File: src/rtl/pd_rx_pkg.sv
// Shared definitions for the USB-PD receive framer: 5b line codes, ordered-set
// patterns, encodings, FSM states, CRC-32 constants and the 4b5b decoder.
package pd_rx_pkg;

  localparam logic [4:0] K_SYNC1 = 5'b11000;
  localparam logic [4:0] K_SYNC2 = 5'b10001;
  localparam logic [4:0] K_SYNC3 = 5'b00110;
  localparam logic [4:0] K_RST1  = 5'b00111;
  localparam logic [4:0] K_RST2  = 5'b11001;
  localparam logic [4:0] K_EOP   = 5'b01101;

  typedef enum logic [2:0] {
    SOP_T         = 3'd0,
    SOP_P_T       = 3'd1,
    SOP_PP_T      = 3'd2,
    HARD_RESET_T  = 3'd3,
    CABLE_RESET_T = 3'd4
  } sop_type_e;

  typedef enum logic [1:0] {
    ERR_NONE     = 2'd0,
    ERR_SYMBOL   = 2'd1,
    ERR_OVERFLOW = 2'd2,
    ERR_ABORT    = 2'd3
  } err_code_e;

  typedef enum logic [1:0] {
    IDLE = 2'd0,
    HUNT = 2'd1,
    DATA = 2'd2,
    WAIT = 2'd3
  } state_e;

  localparam logic [31:0] CRC_POLY    = 32'hEDB88320;
  localparam logic [31:0] CRC_INIT    = 32'hFFFFFFFF;
  localparam logic [31:0] CRC_RESIDUE = 32'hDEBB20E3;

  localparam int NUM_OS = 5;

  // Returns {valid, is_k, nibble}; K-codes report valid with a zero nibble.
  function automatic logic [5:0] dec4b5b(input logic [4:0] code);
    logic [5:0] res;
    case (code)
      5'b11110: res = {2'b10, 4'h0};
      5'b01001: res = {2'b10, 4'h1};
      5'b10100: res = {2'b10, 4'h2};
      5'b10101: res = {2'b10, 4'h3};
      5'b01010: res = {2'b10, 4'h4};
      5'b01011: res = {2'b10, 4'h5};
      5'b01110: res = {2'b10, 4'h6};
      5'b01111: res = {2'b10, 4'h7};
      5'b10010: res = {2'b10, 4'h8};
      5'b10011: res = {2'b10, 4'h9};
      5'b10110: res = {2'b10, 4'hA};
      5'b10111: res = {2'b10, 4'hB};
      5'b11010: res = {2'b10, 4'hC};
      5'b11011: res = {2'b10, 4'hD};
      5'b11100: res = {2'b10, 4'hE};
      5'b11101: res = {2'b10, 4'hF};
      K_SYNC1, K_SYNC2, K_SYNC3, K_RST1, K_RST2, K_EOP: res = {2'b11, 4'h0};
      default: res = 6'b000000;
    endcase
    return res;
  endfunction

  // Window layout: oldest K-code in bits [4:0], newest in [19:15].
  function automatic logic [19:0] os_pattern(input int idx);
    logic [19:0] pat;
    case (idx)
      0:       pat = {K_SYNC2, K_SYNC1, K_SYNC1, K_SYNC1};
      1:       pat = {K_SYNC3, K_SYNC3, K_SYNC1, K_SYNC1};
      2:       pat = {K_SYNC3, K_SYNC1, K_SYNC3, K_SYNC1};
      3:       pat = {K_RST2,  K_RST1,  K_RST1,  K_RST1};
      default: pat = {K_SYNC3, K_RST1,  K_SYNC1, K_RST1};
    endcase
    return pat;
  endfunction

  function automatic logic [2:0] os_match_count(input logic [19:0] win, input logic [19:0] pat);
    logic [2:0] cnt;
    cnt = 3'd0;
    for (int k = 0; k < 4; k++) begin
      if (win[5*k +: 5] == pat[5*k +: 5]) cnt = cnt + 3'd1;
    end
    return cnt;
  endfunction

endpackage

File: src/rtl/pd_crc32.sv
// Byte-wide reflected CRC-32 register (LSB-first) with synchronous clear-to-init
// and load-byte controls.
module pd_crc32
  import pd_rx_pkg::*;
(
  input  logic        clock,
  input  logic        rst,
  input  logic        clr,
  input  logic        load,
  input  logic [7:0]  data,
  output logic [31:0] crc
);

  logic [31:0] crc_q, crc_d;
  logic [31:0] step;

  always_comb begin
    step = crc_q ^ {24'd0, data};
    for (int i = 0; i < 8; i++) begin
      step = step[0] ? ((step >> 1) ^ CRC_POLY) : (step >> 1);
    end
    crc_d = crc_q;
    if (clr) begin
      crc_d = CRC_INIT;
    end else if (load) begin
      crc_d = step;
    end
  end

  always_ff @(posedge clock) begin
    if (rst) begin
      crc_q <= 32'd0;
    end else begin
      crc_q <= crc_d;
    end
  end

  assign crc = crc_q;

endmodule

File: src/rtl/pd_rx_framer.sv
// USB-PD receive framer: ordered-set hunt, 4b5b payload decode, EOP and CRC-32 check.
// Build option PD_SOP_TOLERANT_EN accepts ordered sets with 3 of 4 matching K-codes.
module pd_rx_framer
  import pd_rx_pkg::*;
#(
  parameter int MAX_BYTES = 34,
  parameter int HUNT_MAX  = 128
) (
  input  logic       clock,
  input  logic       rst,
  input  logic       rx_en,
  output logic       dec_en,
  input  logic       bit_rdy,
  input  logic       bit_in,
  input  logic       pkt_act,
  output logic       sop_valid,
  output logic [2:0] sop_type,
  output logic [7:0] rx_data,
  output logic       rx_valid,
  output logic       rx_done,
  output logic       crc_ok,
  output logic       rx_err,
  output logic [1:0] err_code
);

  localparam int HC_W = $clog2(HUNT_MAX + 1);
  localparam int BC_W = $clog2(MAX_BYTES + 1);
  localparam logic [HC_W-1:0] HUNT_LAST  = HC_W'(HUNT_MAX - 1);
  localparam logic [BC_W-1:0] BYTE_LIMIT = BC_W'(MAX_BYTES);
  localparam logic [BC_W-1:0] CRC_MIN    = BC_W'(4);

  state_e          state_q, state_d;
  logic [19:0]     sr_q, sr_d, sr_shift;
  logic [HC_W-1:0] hunt_cnt_q, hunt_cnt_d;
  logic [3:0]      bit_cnt_q, bit_cnt_d;
  logic [3:0]      nib_q, nib_d;
  logic [BC_W-1:0] byte_cnt_q, byte_cnt_d;
  logic            dec_en_q, dec_en_d;
  logic            sop_valid_q, sop_valid_d;
  logic [2:0]      sop_type_q, sop_type_d;
  logic [7:0]      rx_data_q, rx_data_d;
  logic            rx_valid_q, rx_valid_d;
  logic            rx_done_q, rx_done_d;
  logic            crc_ok_q, crc_ok_d;
  logic            rx_err_q, rx_err_d;
  logic [1:0]      err_code_q, err_code_d;

  logic [NUM_OS-1:0] os_hit;
  logic              os_found;
  sop_type_e         os_type;
  logic [4:0]        sym;
  logic [5:0]        sym_dec;
  logic              sym_valid, sym_k;
  logic [3:0]        sym_nib;
  logic              crc_clr, crc_load;
  logic [7:0]        crc_byte;
  logic [31:0]       crc_val;

  // The window is judged including the bit arriving this cycle.
  assign sr_shift  = {bit_in, sr_q[19:1]};
  assign sym       = sr_shift[19:15];
  assign sym_dec   = dec4b5b(sym);
  assign sym_valid = sym_dec[5];
  assign sym_k     = sym_dec[4];
  assign sym_nib   = sym_dec[3:0];
  assign crc_byte  = {sym_nib, nib_q};

  generate
    for (genvar gi = 0; gi < NUM_OS; gi++) begin : g_os
      logic [2:0] hits;
      assign hits = os_match_count(sr_shift, os_pattern(gi));
`ifdef PD_SOP_TOLERANT_EN
      assign os_hit[gi] = (hits >= 3'd3);
`else
      assign os_hit[gi] = (hits == 3'd4);
`endif
    end
  endgenerate

  // Reset ordered sets outrank SOP types, then the lowest type wins.
  always_comb begin
    os_found = |os_hit;
    if (os_hit[3])      os_type = HARD_RESET_T;
    else if (os_hit[4]) os_type = CABLE_RESET_T;
    else if (os_hit[0]) os_type = SOP_T;
    else if (os_hit[1]) os_type = SOP_P_T;
    else                os_type = SOP_PP_T;
  end

  always_comb begin
    state_d     = state_q;
    sr_d        = bit_rdy ? sr_shift : sr_q;
    hunt_cnt_d  = hunt_cnt_q;
    bit_cnt_d   = bit_cnt_q;
    nib_d       = nib_q;
    byte_cnt_d  = byte_cnt_q;
    dec_en_d    = rx_en;
    sop_valid_d = 1'b0;
    sop_type_d  = sop_type_q;
    rx_data_d   = rx_data_q;
    rx_valid_d  = 1'b0;
    rx_done_d   = 1'b0;
    crc_ok_d    = crc_ok_q;
    rx_err_d    = 1'b0;
    err_code_d  = err_code_q;
    crc_clr     = 1'b0;
    crc_load    = 1'b0;

    if (!rx_en) begin
      state_d = IDLE;
    end else begin
      case (state_q)
        IDLE: begin
          if (pkt_act) begin
            state_d    = HUNT;
            hunt_cnt_d = '0;
            sr_d       = '0;
          end
        end
        HUNT: begin
          if (bit_rdy) begin
            if (os_found) begin
              sop_valid_d = 1'b1;
              sop_type_d  = os_type;
              crc_ok_d    = 1'b0;
              if (os_type == HARD_RESET_T || os_type == CABLE_RESET_T) begin
                state_d = WAIT;
              end else begin
                state_d    = DATA;
                crc_clr    = 1'b1;
                byte_cnt_d = '0;
                bit_cnt_d  = 4'd0;
              end
            end else if (hunt_cnt_q == HUNT_LAST) begin
              rx_err_d   = 1'b1;
              err_code_d = ERR_ABORT;
              state_d    = WAIT;
            end else begin
              hunt_cnt_d = hunt_cnt_q + HC_W'(1);
            end
          end else if (!pkt_act) begin
            state_d = IDLE;
          end
        end
        DATA: begin
          if (bit_rdy) begin
            bit_cnt_d = bit_cnt_q + 4'd1;
            if (bit_cnt_q == 4'd4) begin
              if (sym == K_EOP) begin
                rx_done_d = 1'b1;
                crc_ok_d  = (crc_val == CRC_RESIDUE) && (byte_cnt_q >= CRC_MIN);
                state_d   = WAIT;
              end else if (!sym_valid || sym_k) begin
                rx_err_d   = 1'b1;
                err_code_d = ERR_SYMBOL;
                state_d    = WAIT;
              end else begin
                nib_d = sym_nib;
              end
            end else if (bit_cnt_q == 4'd9) begin
              bit_cnt_d = 4'd0;
              if (!sym_valid || sym_k) begin
                rx_err_d   = 1'b1;
                err_code_d = ERR_SYMBOL;
                state_d    = WAIT;
              end else if (byte_cnt_q == BYTE_LIMIT) begin
                rx_err_d   = 1'b1;
                err_code_d = ERR_OVERFLOW;
                state_d    = WAIT;
              end else begin
                rx_valid_d = 1'b1;
                rx_data_d  = crc_byte;
                crc_load   = 1'b1;
                byte_cnt_d = byte_cnt_q + BC_W'(1);
              end
            end
          end else if (!pkt_act) begin
            // A strobe coinciding with activity loss was handled above; abort now.
            rx_err_d   = 1'b1;
            err_code_d = ERR_ABORT;
            state_d    = WAIT;
          end
        end
        WAIT: begin
          if (!pkt_act) state_d = IDLE;
        end
        default: state_d = IDLE;
      endcase
    end
  end

  always_ff @(posedge clock) begin
    if (rst) begin
      state_q     <= IDLE;
      sr_q        <= '0;
      hunt_cnt_q  <= '0;
      bit_cnt_q   <= '0;
      nib_q       <= '0;
      byte_cnt_q  <= '0;
      dec_en_q    <= 1'b0;
      sop_valid_q <= 1'b0;
      sop_type_q  <= '0;
      rx_data_q   <= '0;
      rx_valid_q  <= 1'b0;
      rx_done_q   <= 1'b0;
      crc_ok_q    <= 1'b0;
      rx_err_q    <= 1'b0;
      err_code_q  <= '0;
    end else begin
      state_q     <= state_d;
      sr_q        <= sr_d;
      hunt_cnt_q  <= hunt_cnt_d;
      bit_cnt_q   <= bit_cnt_d;
      nib_q       <= nib_d;
      byte_cnt_q  <= byte_cnt_d;
      dec_en_q    <= dec_en_d;
      sop_valid_q <= sop_valid_d;
      sop_type_q  <= sop_type_d;
      rx_data_q   <= rx_data_d;
      rx_valid_q  <= rx_valid_d;
      rx_done_q   <= rx_done_d;
      crc_ok_q    <= crc_ok_d;
      rx_err_q    <= rx_err_d;
      err_code_q  <= err_code_d;
    end
  end

  pd_crc32 u_crc (
    .clock (clock),
    .rst   (rst),
    .clr   (crc_clr),
    .load  (crc_load),
    .data  (crc_byte),
    .crc   (crc_val)
  );

  assign dec_en    = dec_en_q;
  assign sop_valid = sop_valid_q;
  assign sop_type  = sop_type_q;
  assign rx_data   = rx_data_q;
  assign rx_valid  = rx_valid_q;
  assign rx_done   = rx_done_q;
  assign crc_ok    = crc_ok_q;
  assign rx_err    = rx_err_q;
  assign err_code  = err_code_q;

endmodule

File: config.mk
export PLATFORM = sky130hd
export DESIGN_NAME = pd_rx_framer
export DESIGN_NICKNAME = d
export VERILOG_FILES = /design/src/rtl/pd_rx_pkg.sv /design/src/rtl/pd_crc32.sv /design/src/rtl/pd_rx_framer.sv
export SDC_FILE = /design/constraint.sdc
export NUM_CORES = 1
export LEC_CHECK = 0
export CELL_PAD_IN_SITES_DETAIL_PLACEMENT = 1
export CELL_PAD_IN_SITES_GLOBAL_PLACEMENT = 2
export CORE_MARGIN = 2
export CORE_UTILIZATION = 36
export CTS_BUF_LIST = sky130_fd_sc_hd__clkbuf_4
export CTS_CLUSTER_DIAMETER = 60
export DETAILED_ROUTE_END_ITERATION = 16
export HOLD_SLACK_MARGIN = 0.02
export PLACE_DENSITY_LB_ADDON = 0.12
export SLEW_MARGIN = 0
export SYNTH_ARGS = -nofsm -noshare
export SYNTH_HDL_FRONTEND = slang
export SYNTH_SLANG_ARGS = --single-unit
File: constraint.sdc
create_clock -name clock -period 3.4 [get_ports clock]
set_input_delay 1.02 -clock clock [delete_from_list [all_inputs] [get_ports clock]]
set_output_delay 1.02 -clock clock [all_outputs]
set_load 0.03 [all_outputs]
==> flow_summary.ini, run 1 <==
[run_status]
outcome = complete, but fails checks
violations = setup timing

[synth]
ys_warn_count = 0
synthTopCellsByArea = dfxtp_1, mux2i_1, xnor2_1
yosysSeqAreaShare_pct = 31.6
synth_common_cells = dfxtp_1, nor2_1, a21oi_1
synth_area_um2 = 5960
synth_largest_area_cell = dfxtp_1
ys.flop_type = dfxtp_1
syn_avg_cell_area_um2 = 8.60
synth-seq-cells = 94
ys_async_sr_fraction_pct = 0
synth_cells = 693
yosys.cell_count.top_type = dfxtp_1
synth_top_area_share_pct = 31.6
synth_nets = 726
synth_cell_types = 70
synth-edff-count = 0

[worst_setup_path]
crit_type = register to register
critPathCaptureType = register
crit_arrival_ns = 3.88
worstPathRequired_ns = 3.81
cp_max_fo = 5
worstSetupStartpointType = register

[placement]
place.detailed.hpwl_um = 12400
gp_congestion = 0.827
io_buffers = 24
postPlaceCellArea_um2 = 6920

[global_route]
grt_pass1_wl_um = 28200
grt-ovfl-total = 0
track_usage_pct = 19.8
grt_pass1_vias = 5478
grt_max_degree = 41
antenna_found_initial = 1

[layout]
postLayoutCoreUtil_pct = 46.7
fillers = 1947
drive_above_1_share_pct = 23.9
multiInputGateArea_um2 = 4230
nets = 816
fin_area_um2 = 7640
seq_area_um2 = 1890
syn_to_final_growth_pct = 28.2

[sta]
setup_viol = 9
final_hold_viol_count = 0
tightest_slew_ns = 0.699
fmax_ghz = 0.288
min_period_ns = 3.47
skew_ns = 0.0223
rsz0062_at_grt = true
relSlewSlack_pct = 53.1
hold_slack_ns = 0.495
maxSlewViolCount = 0
fin_ws_ns = -0.0681
post-route-period-util_pct = 102

[floorplanning]
coreArea_um2 = 16300
initial_core_util_pct = 36.4
rows = 47
pin_count = 25
die-area_um2 = 17600
die_w_um = 133
fp.dieH_um = 133

[job]
cap_violations = 0

[power]
ir_drop_v = 0.000243
p_total_mw = 2.03
p_leak_nw = 2.96
cellPowerDensity_nw_per_um2 = 265

[clock_network]
clk_pin_slew_ns = 0.15
cts_root_buffer = clkbuf_4
cts_tree = yes
cts_buffers = 9
insertion_delay_ns = 0.48
htree_levels = 3
clock_sinks = 94
cts_max_path_buffers = 2

[worst_hold_path]
hold_class = register to register

[route]
drc = 0
dr.first_iter.drc_count = 220
dr.pass1.iters = 4
routed_via_density = 5.28
wirelength_um = 17200
wire_per_inst_um = 17.1
via_count = 5325
ant_nets = 0
[cells by family (layout without fill, tap and decap cells)]
| logic type | after synthesis | after routing | share of synthesized area, % |
|---|---|---|---|
| muxes | 50 | 50 | 8.42 |
| AOI/OAI and AO/OA | 151 | 151 | 16.2 |
| adders and majority gates | 27 | 27 | 5.67 |
| xor gates and xnor gates | 75 | 75 | 12.1 |
| other | 0 | 1 | 0 |
| buffers and inverters | 58 | 153 | 4.14 |
| DFF | 94 | 94 | 31.6 |
| and+or+nand+nor | 238 | 238 | 21.9 |
[through the flow]
step	std cells	setup WS (ns)	setup TNS (ns)
3_5_place_dp	980	-0.349	-12.61
6_report	1009	-0.0681	-0.371
2_1_floorplan	693	0.0323	0
4_1_cts	1007	-0.225	-2.89
5_1_grt	1009	-0.201	-2.83
3_3_place_gp	980	-0.253	-7.52
[layout by cell type, fill, tap and decap left out, types with 4 or more instances in the layout]
cell type	netlist	final
and3_1	6	4
a21oi_1	75	69
nor2_1	81	78
nand3_1	23	22
nor3_1	11	9
nand2b_1	9	9
buf_4	3	78
mux2i_1	49	49
xnor2_1	50	49
o31ai_1	8	4
ha_4	0	7
a31oi_1	4	4
xor2_1	19	18
nor2b_1	16	16
or3_4	0	5
o21ai_0	24	18
o21ai_2	0	4
dfxtp_1	94	91
buf_6	1	13
ha_1	27	20
a21oi_2	0	6
inv_1	21	18
nand4_1	9	9
nand2_1	29	28
clkbuf_4	0	10
clkdlybuf4s50_1	0	22
or3_1	13	8
[where the power goes]
part	total [mW]	internal (mW)	leakage [nW]	switching, mW
clock	0.786	0.380	0.0984	0.406
sequential	1.11	1.10	0.759	0.00302
combinational	0.134	0.0528	2.11	0.0812
total	2.03	1.54	2.96	0.490
[critical path, stage by stage (launching register included)]
cell,delay [ns]
dfxtp_2,0.35
or4_4,0.57
inv_4,0.09
ha_4,0.21
a21boi_4,0.14
or2_4,0.27
ha_4,0.26
nor3_2,0.04
o21ai_1,0.12
a31o_2,0.22
nand4_4,0.13
o32a_1,0.38
or4_1,0.49
a21oi_1,0.14
[per-layer routing]
| layer | global-route usage [%] | part of all wire (%) |
|---|---|---|
| met4 | 5.91 | 1.7 |
| met2 | 32.4 | 47 |
| met3 | 2.45 | 2.4 |
| met1 | 27.4 | 49 |
| met5 | 0 | 0 |
[final timing paths]
kind                                 to                       start  cells after the start  slack, ns
max          hunt_cnt_q[5]$_SDFFE_PP0P_          sr_q[6]$_SDFF_PP0_                     13      -0.07
min          hunt_cnt_q[7]$_SDFFE_PP0P_  hunt_cnt_q[7]$_SDFFE_PP0P_                      2       0.50
max reg2reg  hunt_cnt_q[5]$_SDFFE_PP0P_          sr_q[6]$_SDFF_PP0_                     13      -0.07
min reg2reg  hunt_cnt_q[7]$_SDFFE_PP0P_  hunt_cnt_q[7]$_SDFFE_PP0P_                      2       0.50
[sequential cells by signal, indices dropped and copies added (netlist names), 2 cells and up]
name        count
sop_type        3
byte_cnt_q      6
bit_cnt_q       4
rx_data         8
hunt_cnt_q      8
err_code        2
u_crc.crc      32
state_q         2
nib_q           4
sr_q           19
[repair_timing]
action / CTS / global route
pin swaps: 26 / 39
resized for setup: 37 / 58
buffers inserted: 12 / 6
setup endpoints to repair: 35 / 59
hold buffers: 0 / 0
[final cells by class]
| cell class | count | area share [%] |
|---|---|---|
| multi-input combinational | 541 | 55.4 |
| clock inverter | 6 | 1.41 |
| clock buffer | 10 | 0.983 |
| inverter | 21 | 1.06 |
| timing repair buffer | 116 | 12.9 |
| tap | 220 | 3.60 |
| antenna | 1 | 0.0328 |
| sequential | 94 | 24.7 |
No activity file was read; power rests on OpenSTA's default activity.
==> run 2: changes to the inputs <==
Settings changed: CORE_UTILIZATION 36 to 45, DONT_BUFFER_PORTS set to 1, SKIP_CTS_REPAIR_TIMING set to 1.
Clock period 3.4 ns to 4 ns, I/O delays scaled along.
==> run 2 against run 1 <==
  * Utilization up 1.5 points
  * Critical endpoint is now byte_cnt_q[5]$_SDFFE_PP0P_
  * The flow now finishes without violations
  * Highest routed layer unchanged
  * Maximum frequency down 10%
  * Clock skew down 0.0075 ns
==> flow_summary.ini, run 2 (synthesis results as in run 1) <==
[floorplanning]
fp.dieH_um = 119
initial_core_util_pct = 45.5
rows = 42
coreArea_um2 = 13100
die-area_um2 = 14200
die_w_um = 119
pin_count = 25

[placement]
io_buffers = 0
gp_congestion = 0.852
place.detailed.hpwl_um = 11100
place_ws_ns = 0.0771

[layout]
postLayoutCoreUtil_pct = 48.2
final_common_cell = dfxtp_1
final_cell_mix = dfxtp_1, nor2_1, a21oi_1
largest_register_ffs = 32
drive_above_1_share_pct = 8.02
seq_area_um2 = 1880
nets = 714
fillers = 1555
syn_to_final_growth_pct = 5.92
multiInputGateArea_um2 = 3850

[power]
swShare_pct = 25.5
cellPowerDensity_nw_per_um2 = 248
p_switching_mw = 0.399
pwr-share-comb_pct = 4.1
power_frac_clock_pct = 35.8
ir_drop_v = 0.000160
pwr-share-seq_pct = 60.1
p_leak_nw = 2.44
internal_power_mw = 1.17

[job]
cap_violations = 0

[global_route]
antenna_found_initial = 1
grt-ovfl-total = 0
grt_max_degree = 72
track_usage_pct = 22.5
grt_pass1_wl_um = 25600
grt_pass1_vias = 5029

[sta]
post-route-period-util_pct = 96.9
tightest_slew_ns = 0.919
fmax_ghz = 0.258
min_period_ns = 3.87
setup_viol = 0
maxSlewViolCount = 0
skew_ns = 0.0148
fin_ws_ns = 0.126
relSlewSlack_pct = 38.3
final_hold_viol_count = 0

[run_status]
outcome = completed

[route]
ant_nets = 0
wirelength_um = 15400
dr.pass1.iters = 4
drc = 0
dr.first_iter.drc_count = 359
routed_via_density = 5.69
via_count = 4911
wire_per_inst_um = 17.8

[clock_network]
cts_root_buffer = clkbuf_4
cts_max_path_buffers = 2
clock_sinks = 94
cts_tree = yes
htree_levels = 3
clk_pin_slew_ns = 0.16
cts_buffers = 9
insertion_delay_ns = 0.49

[worst_setup_path]
worstPathRequired_ns = 4.39
critPathCaptureType = register
crit_arrival_ns = 4.26
cp_max_fo = 8
crit_type = register to register
worstSetupStartpointType = register

[worst_hold_path]
hold_class = register to register
-- run 2: changes by cell type in the layout (fill, tap and decap cells not counted), sizes merged --
cell / change
buf: -80
clkdlybuf4s50: -22
bufinv: -2
clkinvlp: +1
inv: +1
-- run 2: worst paths after layout --
kind	startpoint	to	slack, ns	depth (start not counted)
worst max-delay path	sr_q[6]$_SDFF_PP0_	byte_cnt_q[5]$_SDFFE_PP0P_	0.13	13
worst max register to register	sr_q[6]$_SDFF_PP0_	byte_cnt_q[5]$_SDFFE_PP0P_	0.13	13
worst min-delay path	hunt_cnt_q[7]$_SDFFE_PP0P_	hunt_cnt_q[7]$_SDFFE_PP0P_	0.50	2
worst min register to register	hunt_cnt_q[7]$_SDFFE_PP0P_	hunt_cnt_q[7]$_SDFFE_PP0P_	0.50	2
-- run 2: area by class of cell --
| cell class | count | area share [%] |
|---|---|---|
| clock inverters | 6 | 1.09 |
| inverters | 21 | 1.25 |
| repair buffers | 14 | 2.06 |
| flip-flops and latches | 94 | 29.8 |
| diodes | 1 | 0.0397 |
| clock buffers | 10 | 1.19 |
| well taps | 176 | 3.49 |
| multi-input cells | 541 | 61.0 |
-- run 2: power groups by stage --
stage	registers, mW	clock network (mW)	logic (mW)
after global routing	0.943	0.612	0.0719
final	0.942	0.561	0.0649
after global placement	0.962	0	0.0620
after detailed placement	0.962	0	0.0635
after CTS	0.942	0.582	0.0638
after floorplan	0.962	0	0.0681
-- run 2: metrics by stage --
step / total power, mW / setup TNS (ns) / area, µm² / hold WS, ns / std cells
floorplan: 1.03 / 0 / 5960 / 0.441 / 693
global placement: 1.02 / 0 / 6140 / 0.460 / 846
detailed placement: 1.03 / 0 / 6140 / 0.477 / 846
CTS: 1.59 / 0 / 6280 / 0.497 / 862
global route: 1.63 / -0.0559 / 6310 / 0.536 / 863
finish: 1.57 / 0 / 6310 / 0.497 / 863
-- run 2: worst max-delay path, cell delays in order, from the launching register on --
cell and delay (ns):
dfxtp_1 0.37, or4_1 0.61, inv_1 0.11, ha_1 0.29
a21boi_0 0.16, or2_2 0.31, ha_1 0.30, nor3_1 0.19
o21ai_0 0.13, a31o_2 0.25, nand4_4 0.14, a41oi_2 0.24
or3_4 0.42, o31ai_1 0.25
-- run 2: per-layer routing --
layer  GRT usage, %  routed length [µm]  vias to the layer above
met3           3.59                 439                       10
li1               -                   -                     2435
met2           36.7                7250                       64
met4           6.92                 173                        0
met5              0                   0                        -
met1           30.6                7510                     2402
